[src/rtl/skewed_input_buffer.sv]
// skewed_input_buffer: multi-lane vector FIFO whose read side presents each lane
// either aligned or diagonally skewed (lane k delayed k cycles) for a systolic array.
module skewed_input_buffer #(
  parameter int DATA_WIDTH   = 8,
  parameter int NUM_CH       = 4,
  parameter int ADDR_WIDTH   = 2,
  parameter int AFULL_THRESH = 2**ADDR_WIDTH-1
) (
  input  logic                         i_clk,
  input  logic                         i_rst_n,
  input  logic                         i_wr,
  input  logic [NUM_CH*DATA_WIDTH-1:0] i_wr_data,
  input  logic                         i_rd,
  input  logic                         i_skew_en,
  input  logic                         i_flush,
  output logic [NUM_CH*DATA_WIDTH-1:0] o_data,
  output logic [NUM_CH-1:0]            o_valid,
  output logic                         o_is_empty,
  output logic                         o_is_full,
  output logic                         o_almost_full,
  output logic [ADDR_WIDTH:0]          o_count,
  output logic                         o_drained,
  output logic                         o_overflow,
  output logic                         o_underflow
);
  localparam int DEPTH = 2**ADDR_WIDTH;
  localparam int W     = NUM_CH*DATA_WIDTH;
  localparam int CW    = ADDR_WIDTH+1;
  localparam logic [ADDR_WIDTH:0] FULL_CNT = CW'(DEPTH);
  localparam logic [ADDR_WIDTH:0] AF_CNT   = CW'(AFULL_THRESH);

  logic [W-1:0]            mem [DEPTH];
  logic [W-1:0]            rd_data;
  logic [ADDR_WIDTH-1:0]   wr_ptr, rd_ptr;
  logic                    pop, push, skew, eff_skew;
  logic [NUM_CH-1:0]       busy;

  assign o_is_empty    = o_count == '0;
  assign o_is_full     = o_count == FULL_CNT;
  assign o_almost_full = o_count >= AF_CNT;
  assign o_drained     = ~|busy;
  assign pop           = i_rd && !o_is_empty && !i_flush;
  assign push          = i_wr && (!o_is_full || pop) && !i_flush;
  assign rd_data       = mem[rd_ptr];
  // Mode follows i_skew_en only while the chains are empty, and the pop of that
  // same cycle is already routed by the new mode so nothing in flight is lost.
  assign eff_skew      = o_drained ? i_skew_en : skew;

  always_ff @(posedge i_clk)
    if (push) mem[wr_ptr] <= i_wr_data;

  always_ff @(posedge i_clk or negedge i_rst_n)
    if (!i_rst_n) begin
      wr_ptr      <= '0;
      rd_ptr      <= '0;
      o_count     <= '0;
      o_overflow  <= 1'b0;
      o_underflow <= 1'b0;
      skew        <= 1'b0;
    end else begin
      skew <= eff_skew;
      if (i_flush) begin
        wr_ptr      <= '0;
        rd_ptr      <= '0;
        o_count     <= '0;
        o_overflow  <= 1'b0;
        o_underflow <= 1'b0;
      end else begin
        if (push) wr_ptr <= wr_ptr + 1'b1;
        if (pop) rd_ptr <= rd_ptr + 1'b1;
        o_count <= o_count + CW'(push) - CW'(pop);
        if (i_wr && o_is_full && !pop) o_overflow <= 1'b1;
        if (i_rd && o_is_empty) o_underflow <= 1'b1;
      end
    end

  for (genvar k = 0; k < NUM_CH; k++) begin : g_lane
    logic [DATA_WIDTH-1:0] lane_in, lane_out, d_q;
    logic                  v_out, v_q;
    assign lane_in = rd_data[k*DATA_WIDTH +: DATA_WIDTH];
    if (k == 0) begin : g_direct
      assign v_out    = pop;
      assign lane_out = lane_in;
      assign busy[k]  = 1'b0;
    end else begin : g_chain
      logic [k-1:0]          cv;
      logic [DATA_WIDTH-1:0] cd [k];
      always_ff @(posedge i_clk or negedge i_rst_n)
        if (!i_rst_n) cv <= '0;
        else if (i_flush) cv <= '0;
        else begin
          cv[0] <= pop && eff_skew;
          for (int j = 1; j < k; j++) cv[j] <= cv[j-1];
        end
      always_ff @(posedge i_clk) begin
        cd[0] <= lane_in;
        for (int j = 1; j < k; j++) cd[j] <= cd[j-1];
      end
      assign busy[k]  = |cv;
      assign v_out    = cv[k-1] | (pop & !eff_skew);
      assign lane_out = cv[k-1] ? cd[k-1] : lane_in;
    end
    always_ff @(posedge i_clk or negedge i_rst_n)
      if (!i_rst_n) begin
        v_q <= 1'b0;
        d_q <= '0;
      end else if (i_flush) v_q <= 1'b0;
      else begin
        v_q <= v_out;
        if (v_out) d_q <= lane_out;
      end
    assign o_valid[k] = v_q;
    assign o_data[k*DATA_WIDTH +: DATA_WIDTH] = d_q;
  end
endmodule

[config.mk]
export PLATFORM = sky130hd
export DESIGN_NAME = skewed_input_buffer
export DESIGN_NICKNAME = d
export VERILOG_FILES = /design/src/rtl/skewed_input_buffer.sv
export SDC_FILE = /design/constraint.sdc
export NUM_CORES = 1
export LEC_CHECK = 0
export CAP_MARGIN = 20
export CORE_MARGIN = 1.5
export CORE_UTILIZATION = 25
export CTS_CLUSTER_DIAMETER = 30
export DETAILED_ROUTE_END_ITERATION = 10
export DONT_BUFFER_PORTS = 1
export PLACE_DENSITY_LB_ADDON = 0.1
export SLEW_MARGIN = 20
export SYNTH_ARGS = -nofsm -noshare
export SYNTH_HDL_FRONTEND = slang
export SYNTH_SLANG_ARGS = --single-unit
[constraint.sdc]
create_clock -name i_clk -period 2.67 [get_ports i_clk]
set_input_delay 0.6675 -clock i_clk [delete_from_list [all_inputs] [get_ports i_clk]]
set_output_delay 0.6675 -clock i_clk [all_outputs]
set_load 0.005 [all_outputs]
==> summary.txt <==
Floorplan
  • Die width: 181 um
  • Top-Level Pins: 83
  • Die Ht: 181 um
  • Row count: between 60 and 70
  • Total die area: 0.0327 mm2
  • Initial Util: 25.6%
  • Core area: approximately 0.031 mm2

Setup path
  • Critical-path cell list: nor3_1
  • Maximum fanout along the worst path: 12
  • CP Class: reg -> out
  • Kind of end point of the critical path: output pin
  • Delay of the slowest cell on the worst path: 640 ps
  • Worst path slowest cell: dfrtp_1
  • Worst Path Arrival: 1760 ps
  • Critical path's top delay family: flip-flops
  • RR Endpoint: o_count[2]
  • Data required, critical path: 2000 ps
  • Startpoint Class: register
  • CP startpoint: g_lane[3].g_chain.cv[2]
  • Reg-to-Reg Start: o_count[1]
  • Reg-to-reg slack, setup: about 360 ps
  • Worst-case reg-to-reg path depth: 10
  • Worst path bufs/invs: 0

Layout
  • Antenna diode count: 0
  • Fill cell count: 2950
  • Final design utilization: between 30% and 40%
  • Share of layout cells above drive strength 1: a little under a third
  • Layout Nets: 515
  • P&R area growth vs syn: 30.5%
  • Design area: a little over 0.01 mm2

Detailed routing
  • First-pass detailed-route iteration total: 4
  • DR WL/cell: 18.2 um
  • Routed WL: 16600 um
  • Post-route DRC: 0
  • First-iteration detailed-routing DRC count: 103
  • DRT antenna net count: 0
  • Vias per inst: just over 4
  • Vias: approximately 3700

Yosys
  • Post-synthesis area per instance: 19.0 um2
  • Most frequent cell after synthesis: edfxtp_1
  • Async SR Flop Fraction: between 20% and 30%
  • Post-synth top cells: edfxtp_1 (128), dfrtp_1 (49), dfxtp_1 (48)
  • Ranking of synthesized cells by area: edfxtp_1 (49%), dfrtp_1 (15%), dfxtp_1 (12%)
  • Post-synthesis sequential area ratio: 76.2%
  • Synth warnings: 0
  • Cells after Synth: 417
  • Number of flops mapped to enable cells by yosys: 128
  • Dominant synthesized flop cell: edfxtp_1
  • Synth Register Bits: approximately 230
  • Count of cell types in the netlist: 34
  • Yosys top cell by area: edfxtp_1
  • Syn nets: about 460
  • Mapped Area: approximately 0.0079 mm2
  • Yosys top cell area share: roughly half

Timing
  • Max Freq: 411 MHz
  • Fin crit period: 2430 ps
  • Worst slew margin: 51.6%
  • Pins Over Slew Limit: 0
  • Worst Max-Slew Pin Slew: 726 ps
  • Post-Route Skew: 22.5 ps
  • Setup-failing EPs final: 0
  • Setup tns final: 0 ps
  • RSZ-0062 raised after global routing: false
  • Final worst-path cycle share: 91.1%
  • Hold Vio Cnt, Final: 0

Clocking
  • CTS Buf Count: between 50 and 60
  • Worst-Skew Late Latency: around 540 ps
  • Sink Count: 225
  • CTS root buf: clkbuf_16
  • CTS tree: done
  • CTS max path bufs: 3
  • Worst-path clk slew: 40 ps
  • CTS H-Tree Depth: 2
  • Post-CTS Resized: 0

Power
  • Power, Total: 0.0124 W
  • Internal Power: approximately 0.0094 W
  • P_sw: 0.00300 W
  • Combinational share of power: 10.8%
  • Sw Share: 24.2%
  • PD cells: 1200 mW/mm2
  • Max VDD drop: 0.493 mV
  • Clock network power share: between 50% and 60%
  • P_leak: 3.74 nW
  • Reg power frac: 37.9%

GRT
  • Largest net degree at the start of global routing: 50
  • Number of global-route vias before repair: about 4200
  • First-pass GRT wire length: 25000 um
  • GRT Residual Overflow: 0
  • Initial antenna violation count: 0
  • GRT Total Usage: 10.4%

Min path
  • Hold EP: rd_ptr[1]
  • Hold Path Origin: i_flush
  • Worst hold path class: in -> reg
  • Hold Path Depth: 1

Placed design
  • PortBufs: 0
  • DP Wirelength: 9060 um
  • Global placer's final weighted congestion: between 0.6 and 0.7
  • Placed cell areas: 0.00847 mm2

Run status
  • Status: completed

Flow run
  • Max-capacitance violation count: 0
## cell type report
cell class / count / area, um2 / share of cell area (%)
Clock inverter: 30 / 327 / 3.16
Clock buffer: 71 / 1500 / 14.5
Sequential cell: 225 / 6030 / 58.4
Inverter: 11 / 41.3 / 0.400
Tap cell: 396 / 495 / 4.80
Timing Repair Buffer: 15 / 210 / 2.04
Multi-Input combinational cell: 162 / 1720 / 16.7
## worst max path at each step
stage / end / slack, ps / cells after the start
after detailed placement: o_count[2] / 180 / 11
after global routing: o_drained / 130 / 1
final: o_drained / 240 / 1
after global placement: o_count[2] / 260 / 11
after CTS: o_drained / 110 / 1
after floorplan: o_count[2] / 230 / 11
## cells by family after synthesis
| family | synth area share, % |
|---|---|
| DFF | 76.2 |
| and+or+nand+nor | 3.29 |
| AOI/OAI and AO/OA | 3.22 |
| adders and majority gates | 1.36 |
| xor gates and xnor gates | 0.443 |
| muxes | 13.4 |
| buffers and inverters | 2.10 |
## flip-flops by register name, summed over array words and instances (netlist names)
name	count
wr_ptr	2
o_underflow	1
g_lane.g_chain.cv	3
g_lane.d_q	32
rd_ptr	2
g_lane.g_chain.cd	48
o_count	3
g_lane.v_q	4
mem	128
o_overflow	1
skew	1
## stage by stage
stage               std cells  worst slack, ps  hold WS, ps
finish                    910              238          205
global route              910              125          180
CTS                       910              113          174
detailed placement        807              178          312
global placement          807              258          310
floorplan                 417              232          310
## power by group through the flow
stage | clock network [W] | logic, W | registers (W)
floorplan | 0 | 0.00109 | 0.00462
global placement | 0 | 0.00135 | 0.00477
detailed placement | 0 | 0.00137 | 0.00478
CTS | 0.00652 | 0.00140 | 0.00473
global route | 0.00669 | 0.00152 | 0.00479
finish | 0.00638 | 0.00134 | 0.00470
## cell usage in the layout, fill, tap and decap left out, types with 8 or more instances in the layout
master and instances:
dfxtp_1 48, inv_1 9, dfrtp_1 47, nor2_1 33
mux2_2 8, clkbuf_1 10, a21oi_1 22, edfxtp_1 128
clkbuf_16 55, mux4_2 32, mux2i_1 25
## metal layers
layer,share of wire (%),global-route usage [%],vias up
met5,0,0,-
met3,8.7,4.82,37
met2,49,17.2,102
li1,-,-,1694
met4,2.7,4.73,0
met1,39,11.3,1911
## what timing repair did
action / in CTS / in global routing
hold buffers: 2 / 0
setup buffers: 0 / 0
hold endpoints to repair: 49 / 0
(Power assumes the default switching activity.)
==> variant 1 (same settings) <==
Put one more register stage on the output `o_overflow`, with the module's reset. The value now appears one clock later. The other outputs are not delayed to match.
--- a/src/rtl/skewed_input_buffer.sv
+++ b/src/rtl/skewed_input_buffer.sv
@@ -29,6 +29,8 @@
   localparam logic [ADDR_WIDTH:0] FULL_CNT = CW'(DEPTH);
   localparam logic [ADDR_WIDTH:0] AF_CNT   = CW'(AFULL_THRESH);
 
+  logic o_overflow_s0;
+
   logic [W-1:0]            mem [DEPTH];
   logic [W-1:0]            rd_data;
   logic [ADDR_WIDTH-1:0]   wr_ptr, rd_ptr;
@@ -54,7 +56,7 @@
       wr_ptr      <= '0;
       rd_ptr      <= '0;
       o_count     <= '0;
-      o_overflow  <= 1'b0;
+      o_overflow_s0 <= 1'b0;
       o_underflow <= 1'b0;
       skew        <= 1'b0;
     end else begin
@@ -63,13 +65,13 @@
         wr_ptr      <= '0;
         rd_ptr      <= '0;
         o_count     <= '0;
-        o_overflow  <= 1'b0;
+        o_overflow_s0 <= 1'b0;
         o_underflow <= 1'b0;
       end else begin
         if (push) wr_ptr <= wr_ptr + 1'b1;
         if (pop) rd_ptr <= rd_ptr + 1'b1;
         o_count <= o_count + CW'(push) - CW'(pop);
-        if (i_wr && o_is_full && !pop) o_overflow <= 1'b1;
+        if (i_wr && o_is_full && !pop) o_overflow_s0 <= 1'b1;
         if (i_rd && o_is_empty) o_underflow <= 1'b1;
       end
     end
@@ -112,5 +114,13 @@
     assign o_valid[k] = v_q;
     assign o_data[k*DATA_WIDTH +: DATA_WIDTH] = d_q;
   end
+  always_ff @(posedge i_clk or negedge i_rst_n) begin
+    if (!i_rst_n) begin
+      o_overflow <= '0;
+    end else begin
+      o_overflow <= o_overflow_s0;
+    end
+  end
+
 endmodule
 
Behaviour: not the same (a bounded check fails within 10 cycles, from zero or initial values and one cycle with i_rst_n low).
==> variant 1 against the original RTL <==
Global-route usage increased by 0.43 points. Worst setup slack better by 0.027 ns. Total power up 3.4%. Synthesized area grew 0.30%. Cell count increased by 2.0%. Register-to-register slack is essentially flat. Fmax is 1.1% higher. Sequential cell count increased by 1. Hold slack got worse by 0.014 ns. Count of clock-buffer cells in the layout rose by 14. Die area up 0.30%. Wire length is 3.3% higher. Non-clock buffer count up 4. Final area increased by 2.1%.
==> variant 1: results (changes against the original RTL) <==
- Clock skew: 0.0349 ns (+0.0124 ns)
- Met1 GRT Util: 12.4% (+1.1 points)
- Placement Cell Area: 8530 um^2 (+0.69%)
- Met3 Usage GRT: 4.66% (-0.16 points)
- Layout cells sized above 1: 32.3% (+1.0 points)
- Num CTS Buffers: 57 (+5.6%)
- GP Congestion: 0.683 (-2.1%)
- Met1 wire length: 7030 um (+7.4%)
- VDD IR max: 0.568 mV (+15%)
- Synth Area in Compound Gates: 3.32% (+0.10 points)
- DR iter-0 viols: 97 (-5.8%)
- Later-pin clock latency in the skew report: 0.57 ns (+0.03 ns)
- Synth Area in Adders: 1.36% (-0.0041 points)
- Total track usage: 10.8% (+0.43 points)
- Vias in the first global route: 4300 (+3.2%)
- Reg power frac: 36.7% (-1.2 points)
- Max-slew headroom: 48.2% (-3.4 points)
- Largest net degree at the start of global routing: 51 (+2.0%)
- Routed wl met3: 1410 um (-2.5%)
- Syn_nets: 464 (+0.22%)
- Xor/xnor share of the synthesized area: 0.441% (-0.0013 points)
- Sw Share: 23.7% (-0.50 points)
- First-pass GRT wire length: 26200 um (+5.1%)
- Status: finished clean
- Inst Count DP: 818 (+1.4%)
- Via count: 3838 (+2.5%)
- Met2 usage in global routing: 17.4% (+0.16 points)
- Detailed-route wire length: 17100 um (+3.3%)
- Worst EP arrival: 1.74 ns (-0.02 ns)
- Most common library cells after synthesis: edfxtp_1, dfrtp_1, dfxtp_1
- Setup WS pre-CTS: 0.286 ns (+0.108 ns)
- Async S/R FF share, synth: 22.1% (+0.35 points)
- Final HPWL DP: 10200 um (+12%)
- Synth area leaders: edfxtp_1, dfrtp_1, dfxtp_1
- Leakage: 3.87 nW (+3.6%)
- Seq/Total Area, Yosys: 76.3% (+0.087 points)
variant 1: changes by cell type after synthesis, sizes merged:
cell | before | now
dfrtp | 49 | 50
buf | 17 | 15
clkbuf | 2 | 4
variant 1: final timing paths:
check,startpoint,end,slack (ns),cells past startpoint
setup / recovery,g_lane[3].g_chain.cv[2],o_drained,0.26,1
hold / removal,i_flush,rd_ptr[0],0.19,1
setup reg to reg,o_count[1],o_count[2],0.36,10
hold reg to reg,g_lane[3].g_chain.cd[0][2],g_lane[3].g_chain.cd[0][10],0.32,0
max in group asynchronous,i_rst_n,rd_ptr[0],1.75,2
min in group asynchronous,i_rst_n,g_lane[3].g_chain.cv[1],0.66,2
variant 1: cell type report:
class / count / area, um^2
repair buffers: 19 / 228
fillers: 2979 / 20800
multi-input cells: 162 / 1730
flip-flops and latches: 226 / 6060
inverters: 11 / 41.3
clock inverters: 23 / 236
clock buffers: 85 / 1750
well taps: 402 / 503
==> variant 2 (same settings) <==
Made on the original files. Set the parameter `NUM_CH` to 8 (it was 4).
--- a/src/rtl/skewed_input_buffer.sv
+++ b/src/rtl/skewed_input_buffer.sv
@@ -2,7 +2,7 @@
 // either aligned or diagonally skewed (lane k delayed k cycles) for a systolic array.
 module skewed_input_buffer #(
   parameter int DATA_WIDTH   = 8,
-  parameter int NUM_CH       = 4,
+  parameter int NUM_CH       = 8,
   parameter int ADDR_WIDTH   = 2,
   parameter int AFULL_THRESH = 2**ADDR_WIDTH-1
 ) (
Ports: changed (resized i_wr_data, o_data and o_valid); port bits go from 83 to 151. The function was not compared with the original's and may differ.
==> variant 2 against the original RTL <==
Worst setup slack got worse by 0.18 ns. Count of clock-buffer cells in the layout increased by 120. Wire length increased by 150%. Final area increased by 140%. Synthesized area increased by 130%. Total power increased to 2.5 times the old value. Non-clock buffer count increased by 30. Sequential cell count increased by 344. Largest cell class unchanged. Largest power group unchanged.
==> variant 2: results (changes against the original RTL) <==
- DR iter-0 viols: 319 (+210%)
- Met1 GRT Util: 13.5% (+2.2 points)
- Met2 usage in global routing: 18.4% (+1.2 points)
- Layout cells sized above 1: 40.5% (+9.1 points)
- Post_cts resized: 1 (+1)
- Sw Share: 22.7% (-1.5 points)
- Synth area leaders: edfxtp_1, dfxtp_1, dfrtp_1
- Vias in the first global route: 9177 (+120%)
- Synth Area in Compound Gates: 0.894% (-2.3 points)
- Later-pin clock latency in the skew report: 0.68 ns (+0.14 ns)
- Tightest Pin Transition: 0.601 ns (-0.125 ns)
- Num CTS Buffers: 136 (+150%)
- Worst EP arrival: 3.15 ns (+1.39 ns)
- Status: finished clean
- Met2 Wirelength: 19700 um (+140%)
- Fill cells: 6656 (+130%)
- Routed wl met3: 3110 um (+120%)
- Met1 wire length: 17000 um (+160%)
- Sequential power: 12.0 mW (+160%)
- Clock skew: 0.0303 ns (+0.00781 ns)
- Peak fanout along the critical path: 9 (-3)
- Synth Area in Adders: 0.601% (-0.76 points)
- Nets@finish: 1089 (+110%)
- Comb group: 2.65 mW (+98%)
- Mux cell area share after synthesis: 15.6% (+2.2 points)
- Placement Cell Area: 19500 um^2 (+130%)
- VDD IR max: 0.552 mV (+12%)
- Met3 Usage GRT: 4.91% (+0.091 points)
- Syn_nets: 938 (+100%)
- Routed len/inst: 19.9 um (+9.1%)
- Final HPWL DP: 23900 um (+160%)
- Initial antenna violation count: 1 (+1)
- H-tree Lvls: 4 (+2)
- Leakage: 9.05 nW (+140%)
- Async S/R FF share, synth: 15.6% (-6.1 points)
- Seq/Total Area, Yosys: 80.4% (+4.2 points)
- Setup WS pre-CTS: 0.124 ns (-0.0540 ns)
- GP Congestion: 0.668 (-4.2%)
- Setup bufs post-CTS: 1 (+1)
- Largest family of logic cells by synthesized area: multiplexers
- First-pass GRT wire length: 61100 um (+140%)
- Library cells used by synthesis: 35 (+2.9%)
- Post-synth EDFFs: 256 (+100%)
-- variant 2: cell count changes after synthesis, moves of 20 or more --
cell	change
a21oi_1	-20
edfxtp_1	+128
mux2i_1	-24
mux2_2	+112
dfrtp_1	+40
mux4_2	+32
nor2_1	-24
dfxtp_1	+176
-- variant 2: critical path, stage by stage, from the launching register on --
cell and delay (ns):
dfrtp_1 0.37, or4_4 0.55, buf_4 0.16, or4_1 0.51, buf_6 0.19, a32oi_4 0.20
buf_12 0.17, mux2_2 0.32
-- variant 2: worst paths after layout --
kind / startpoint / depth (start not counted) / slack [ns] / to
setup reg to reg: g_lane[7].g_chain.cv[4] / 7 / 0.06 / g_lane[7].d_q[5]
hold reg to reg: g_lane[4].g_chain.cd[2][1] / 0 / 0.30 / g_lane[4].g_chain.cd[3][1]
hold / removal: i_flush / 1 / 0.06 / o_overflow
max in group asynchronous: i_rst_n / 2 / 1.59 / rd_ptr[0]
setup / recovery: g_lane[7].g_chain.cv[4] / 7 / 0.06 / g_lane[7].d_q[5]
min in group asynchronous: i_rst_n / 2 / 0.60 / g_lane[0].d_q[5]
-- variant 2: area by class of cell --
cell class / instances / area, um^2 / area share, %
tap: 940 / 1180 / 4.85
clock inverter: 63 / 786 / 3.24
clock buffer: 191 / 3890 / 16.0
inverter: 17 / 63.8 / 0.263
timing repair buffer: 45 / 643 / 2.65
multi-input combinational: 242 / 3310 / 13.6
sequential: 569 / 14400 / 59.4
-- variant 2: per-stage QoR --
stage | total power [mW] | hold slack, ns | cells
floorplan | 13.7 | 0.310 | 860
global placement | 14.9 | 0.310 | 1810
detailed placement | 14.9 | 0.312 | 1810
CTS | 31.7 | 0.000288 | 2067
global route | 32.5 | 0.0190 | 2067
finish | 31.0 | 0.0629 | 2067
